===== src/rtl/tri_array_sched.sv =====
// Lower-triangular N x N bit array with round-robin row writes from two
// requesters and a one-row-per-cycle sweep that rewrites the whole array.
module tri_array_sched #(
  parameter int N = 16,
  parameter int M = 5,
  localparam int ROW_W = $clog2(N)
) (
  input  logic               clk,
  input  logic               rst,
  input  logic               req0_valid,
  output logic               req0_ready,
  input  logic [ROW_W-1:0]   req0_row,
  input  logic [N-1:0]       req0_data,
  input  logic               req1_valid,
  output logic               req1_ready,
  input  logic [ROW_W-1:0]   req1_row,
  input  logic [N-1:0]       req1_data,
  input  logic               sweep_start,
  input  logic [N:0]         sweep_in,
  output logic               busy,
  output logic               done,
  output logic [N*N-1:0]     out
);

  typedef enum logic [1:0] {IDLE, SWEEP, DONE} state_t;

  state_t                 state_q;
  logic [ROW_W-1:0]       rowCnt_q;
  logic [N:0]             sweepVec_q;
  logic                   rrPtr_q, rrPtr_d;
  logic                   busy_q, done_q;
  logic [N-1:0][N-1:0]    arr_q, arr_d;

  logic                   acceptOk, grant0, grant1, wrEn, wrSel;
  logic [ROW_W-1:0]       wrRow;
  logic [N-1:0]           wrData;
  logic                   unusedBits;

  // A pending sweep start takes the cycle away from both requesters.
  assign acceptOk   = (state_q == IDLE) && !rst && !sweep_start;
  assign grant0     = req0_valid && (!req1_valid || !rrPtr_q);
  assign grant1     = req1_valid && (!req0_valid ||  rrPtr_q);
  assign req0_ready = acceptOk && grant0;
  assign req1_ready = acceptOk && grant1;

  assign wrEn    = req0_ready || req1_ready;
  assign wrSel   = req1_ready;
  assign wrRow   = wrSel ? req1_row  : req0_row;
  assign wrData  = wrSel ? req1_data : req0_data;
  assign rrPtr_d = wrEn ? !wrSel : rrPtr_q;

  // Bits on or above the diagonal are never written, so they stay at reset 0.
  always_comb begin
    arr_d = arr_q;
    for (int a = 1; a < N; a++) begin
      if (wrEn && (wrRow == ROW_W'(a))) begin
        for (int b = 0; b < a; b++) arr_d[a][b] = wrData[b];
      end
      if ((state_q == SWEEP) && (rowCnt_q == ROW_W'(a))) begin
        for (int b = 0; b < a; b++)
          arr_d[a][b] = ((a / M) == (b / M)) ? sweepVec_q[a] : ~sweepVec_q[a+1];
      end
    end
  end

  always_ff @(posedge clk) begin
    if (rst) begin
      state_q    <= IDLE;
      rowCnt_q   <= '0;
      sweepVec_q <= '0;
      rrPtr_q    <= 1'b0;
      busy_q     <= 1'b0;
      done_q     <= 1'b0;
      arr_q      <= '0;
    end else begin
      arr_q   <= arr_d;
      rrPtr_q <= rrPtr_d;
      done_q  <= 1'b0;
      case (state_q)
        IDLE: begin
          if (sweep_start) begin
            state_q    <= SWEEP;
            sweepVec_q <= sweep_in;
            rowCnt_q   <= '0;
            busy_q     <= 1'b1;
          end
        end
        SWEEP: begin
          if (rowCnt_q == ROW_W'(N-1)) begin
            state_q <= DONE;
            done_q  <= 1'b1;
          end else begin
            rowCnt_q <= rowCnt_q + 1'b1;
          end
        end
        DONE: begin
          state_q <= IDLE;
          busy_q  <= 1'b0;
        end
        default: state_q <= IDLE;
      endcase
    end
  end

  assign busy = busy_q;
  assign done = done_q;
  assign out  = arr_q;

  // Row data's top bit and sweep bit 0 can never reach a stored cell.
  assign unusedBits = ^{wrData[N-1], sweepVec_q[0]};

endmodule

===== config.mk =====
export PLATFORM = sky130hd
export DESIGN_NAME = tri_array_sched
export DESIGN_NICKNAME = d
export VERILOG_FILES = /design/src/rtl/tri_array_sched.sv
export SDC_FILE = /design/constraint.sdc
export NUM_CORES = 1
export LEC_CHECK = 0
export CAP_MARGIN = 20
export CORE_MARGIN = 4
export CORE_UTILIZATION = 43
export DETAILED_ROUTE_END_ITERATION = 8
export PLACE_DENSITY = 0.81
export SLEW_MARGIN = 10
export SYNTH_ARGS = -nofsm -noshare
export SYNTH_HDL_FRONTEND = slang
export SYNTH_SLANG_ARGS = --single-unit

===== constraint.sdc =====
create_clock -name clk -period 3.06 [get_ports clk]
set_clock_uncertainty 0.05 [all_clocks]
set_input_delay 0.612 -clock clk [delete_from_list [all_inputs] [get_ports clk]]
set_output_delay 0.612 -clock clk [all_outputs]
set_load 0.05 [all_outputs]

==> results <==
- The largest net degree at the start of global routing is 32.
- The H-tree depth is 4.
- The number of cell rows is 48.
- The worst hold path stage count is 2.
- The data arrival time at the worst-slack endpoint is 2.20 ns.
- Setup repair after global routing left no endpoint under its margin.
- The final core utilization is 0.582.
- In this run the worst path has a maximum fanout of 15.
- After the flow finishes, the layout carries non-filler instances totaling around 1.3k.
- Detailed placement finished with a half-perimeter wire length of 19100 um.
- The number of antenna diodes in the final layout is 0.
- The cts-stage hold buffer count is 0.
- At the end of routability-driven placement, the weighted congestion stood at 0.945.
- In the routed design, unresolved DRC markers number 0.
- The endpoint of the worst hold path is sweepVec_q[10]$_SDFFE_PP0P_.
- The count of filler cells inserted in the layout is between 1.5k and 2k.
- The die is approximately 140 um tall.
- The first global-routing pass estimated 38700 um of wire.
- The clock tree from TritonCTS is done.
- The max-capacitance violation count is 0.
- The post-synthesis cell count is about 850.
- The slew at the pin with the worst max-slew slack is 0.966 ns.
- The fraction of final layout cells sized beyond drive strength 1 is 0.112.
- The post-synthesis instance area is 0.00757 mm2.
- Pin placement for this block handled 322 I/O pins.
- The register-to-register path setup slack is 0.63 ns.
- The worst-case vdd ir drop is 0.424 mV.
- The count of nets left with antenna violations once routing finished came out at 0.
- Counting the buffers created by CTS gives 17.
- Clock-pin slew was measured on the worst setup and hold paths at 0.06 ns.
- The worst hold-check path type is flip-flop to flip-flop.
- The origin of the critical flop-to-flop path is rowCnt_q[2]$_SDFFE_PP0P_.
- Power spread over the standard cell area amounts to 508 mW/mm2.
- The root buffer selected by CTS is clkbuf_16.
- The final non-filler cell area is 0.0101 mm2.
- The pre-antenna-repair detailed-routing pass consisted of 5 iterations.
- For the final routed database, the setup TNS stands at 0 ns.
- The post-synthesis cell type with the largest combined area is dfxtp_1.
- The worst pin sits at a relative slew slack of 0.350.
- The path type of the worst setup path is input port to output port.
- The capture instance of the worst register-to-register path is out[249]$_SDFFE_PP0P_.
- Of the synthesized area, sequential elements account for 0.381.
- The critical path startpoint category is an input port.
- Yosys printed 0 warnings.
- The number of sinks handled by clock tree synthesis is approximately 140.
- After synthesis, the share of flip-flops with an asynchronous set or reset is 0.
- The vias after detailed routing is 7415.
- The die covers approximately 0.020 mm2.
- The number of hold-slack violations in the final timing report was 0.
- The cell area after placement is approximately 0.0094 mm2.
- Setup violations remaining at the end of the flow were counted as 0.
- The endpoint class of the critical path is an output port.
- After the first detailed-routing iteration, the DRC count stood at 750.
- Dividing the detail-routed via count by the number of cells gives 5.75.
- For this configuration, the core starts out at a cell density of 0.438.
- The run finished with clean final reports.
- The final period demand of the worst path is 2.86 ns.
- Sorting the synthesized cells by area gives the leading types as dfxtp_1, buf_4, o211ai_1, a311o_1, nand2_1.
- Synthesis instantiated 60 different standard cells from the library.
- The later-pin clock latency in the skew report is ~0.43 ns.
- The number of antenna violations at the first check in global routing is 1.
- The all-layer global routing usage is 0.248.
- For the worst flop-to-flop path, the logic depth is 4.
- The area added between synthesis and finish is 33.0%.
- In this run the post-CTS setup repair buffer count came out at 0.
- The area share of the largest cell type after synthesis is 0.381.
- The final net count is 1117.
- The number of global-route vias before repair was 6795.
- Dividing the final minimum period by the clock period gives 0.935.
- After synthesis the netlist holds a flip-flop and latch count of 144.
- In the synthesized netlist the dominant register cell turns out to be dfxtp_1.
- The number of max-slew violations in the final report is 0.
- In this run the most critical hold path is launched from sweepVec_q[10]$_SDFFE_PP0P_.
- The wire length per cell is 20.0 um.
- The synthesized area divided by synthesized cell count is 8.87 um2.
- The placed instance count is ~1.3k.
- Derived from the worst setup path, the maximum achievable clock frequency is 0.350 GHz.
- The total wire length after detailed routing is 25800 um.
- Measured along the x axis, the die boundary spans about 140 um.
- Post-CTS repair changed the size of 0 cells.
- In this run the static leakage power is 3.84 nW.
- In this run the tool buffered the top-level ports with 181 buffer cells.
- The worst endpoint required time is 2.40 ns.
- Yosys mapped a number of flops with a built-in enable equal to 0.
- The total global routing overflow is 0.
- The region available for standard cell placement spans 0.0173 mm2.
- The maximum count of clock buffers along a single path is 2.
worst max-delay path, stage by stage:
cell and delay, ns:
clkdlybuf4s50_1 0.52, nor4_4 0.37, nand3_2 0.18, buf_4 0.25, inv_1 0.12, buf_12 0.14
per-layer routing:
layer | track usage | wire (um)
met1 | 0.322 | 10100
met2 | 0.397 | 12100
met3 | 0.0787 | 2900
met4 | 0.0719 | 676
met5 | 0 | 0
area by class of cell:
class | instances | area [um2] | area share
clock buffer | 24 | 482 | 0.0478
multi-input combinational | 638 | 3890 | 0.387
inverter | 12 | 45.0 | 0.00447
sequential | 144 | 2880 | 0.286
tap | 225 | 282 | 0.0280
clock inverter | 8 | 151 | 0.0150
timing repair buffer | 238 | 2330 | 0.231
registers in the layout, indices dropped and copies added (netlist names):
name,flops
busy,1
out,120
rrPtr_q,1
rowCnt_q,4
state_q,2
done,1
sweepVec_q,15
cells in the mapped netlist (all sizes together), types with 9 or more instances:
cell type / count
buf: 152
dfxtp: 144
nand2: 70
o211ai: 60
clkbuf: 42
nor3: 41
a21oi: 39
a311o: 33
nor2: 31
o311ai: 31
nand3: 20
o21ai: 17
mux2i: 15
nand4: 14
a31oi: 13
inv: 12
o221a: 12
nor4: 10
o221ai: 9
where the power goes:
group / total [W] / switching (W) / internal, W / leakage, nW
sequential: 0.00193 / 0.0000259 / 0.00190 / 1.16
clock: 0.00225 / 0.000815 / 0.00143 / 0.297
combinational: 0.000932 / 0.000716 / 0.000216 / 2.38
total: 0.00511 / 0.00156 / 0.00355 / 3.84
layout by cell type, fill, tap and decap left out, drive strengths merged, types with 3 or more instances in the layout:
cell type,instances
a211oi,3
a21boi,3
a21oi,39
a311o,33
a31oi,13
and2,3
and3,3
buf,60
bufinv,4
clkbuf,24
clkdlybuf4s50,178
clkinvlp,3
conb,136
dfxtp,144
ha,4
inv,13
mux2,8
mux2i,15
nand2,70
nand2b,8
nand3,20
nand4,14
nor2,31
nor2b,6
nor3,41
nor4,10
o2111ai,8
o211ai,60
o21a,3
o21ai,17
o221a,12
o221ai,9
o311a,3
o311ai,31
o31ai,8
or2,3
or3,6
per-stage QoR:
step | hold WS, ns | total power [W] | worst slack, ns
after global routing | 0.435 | 0.00524 | 0.126
after detailed placement | 0.402 | 0.00288 | 0.0369
final | 0.410 | 0.00511 | 0.199
after global placement | 0.390 | 0.00288 | 0.114
after CTS | 0.410 | 0.00510 | 0.224
after floorplan | 0.382 | 0.00273 | 0.331
logic make-up after synthesis:
group                    Yosys count  synth area share
adder cells (fa/ha/maj)            4           0.00661
multiplexers                      23            0.0349
AO/OA/AOI/OAI                    250             0.256
other                              1          0.000496
flip-flops                       144             0.381
AND/OR/NAND/NOR                  223             0.146
buffers and inverters            206             0.172
XOR/XNOR                           2           0.00232
worst max path at each step:
stage,end,from
finish,req1_ready,sweep_start
detailed placement,out[184]$_SDFFE_PP0P_,req0_valid
global route,req1_ready,sweep_start
floorplan,req0_ready,rst
CTS,req1_ready,sweep_start
global placement,out[254]$_SDFFE_PP0P_,req0_valid
No activity file was read; power rests on OpenSTA's default activity.
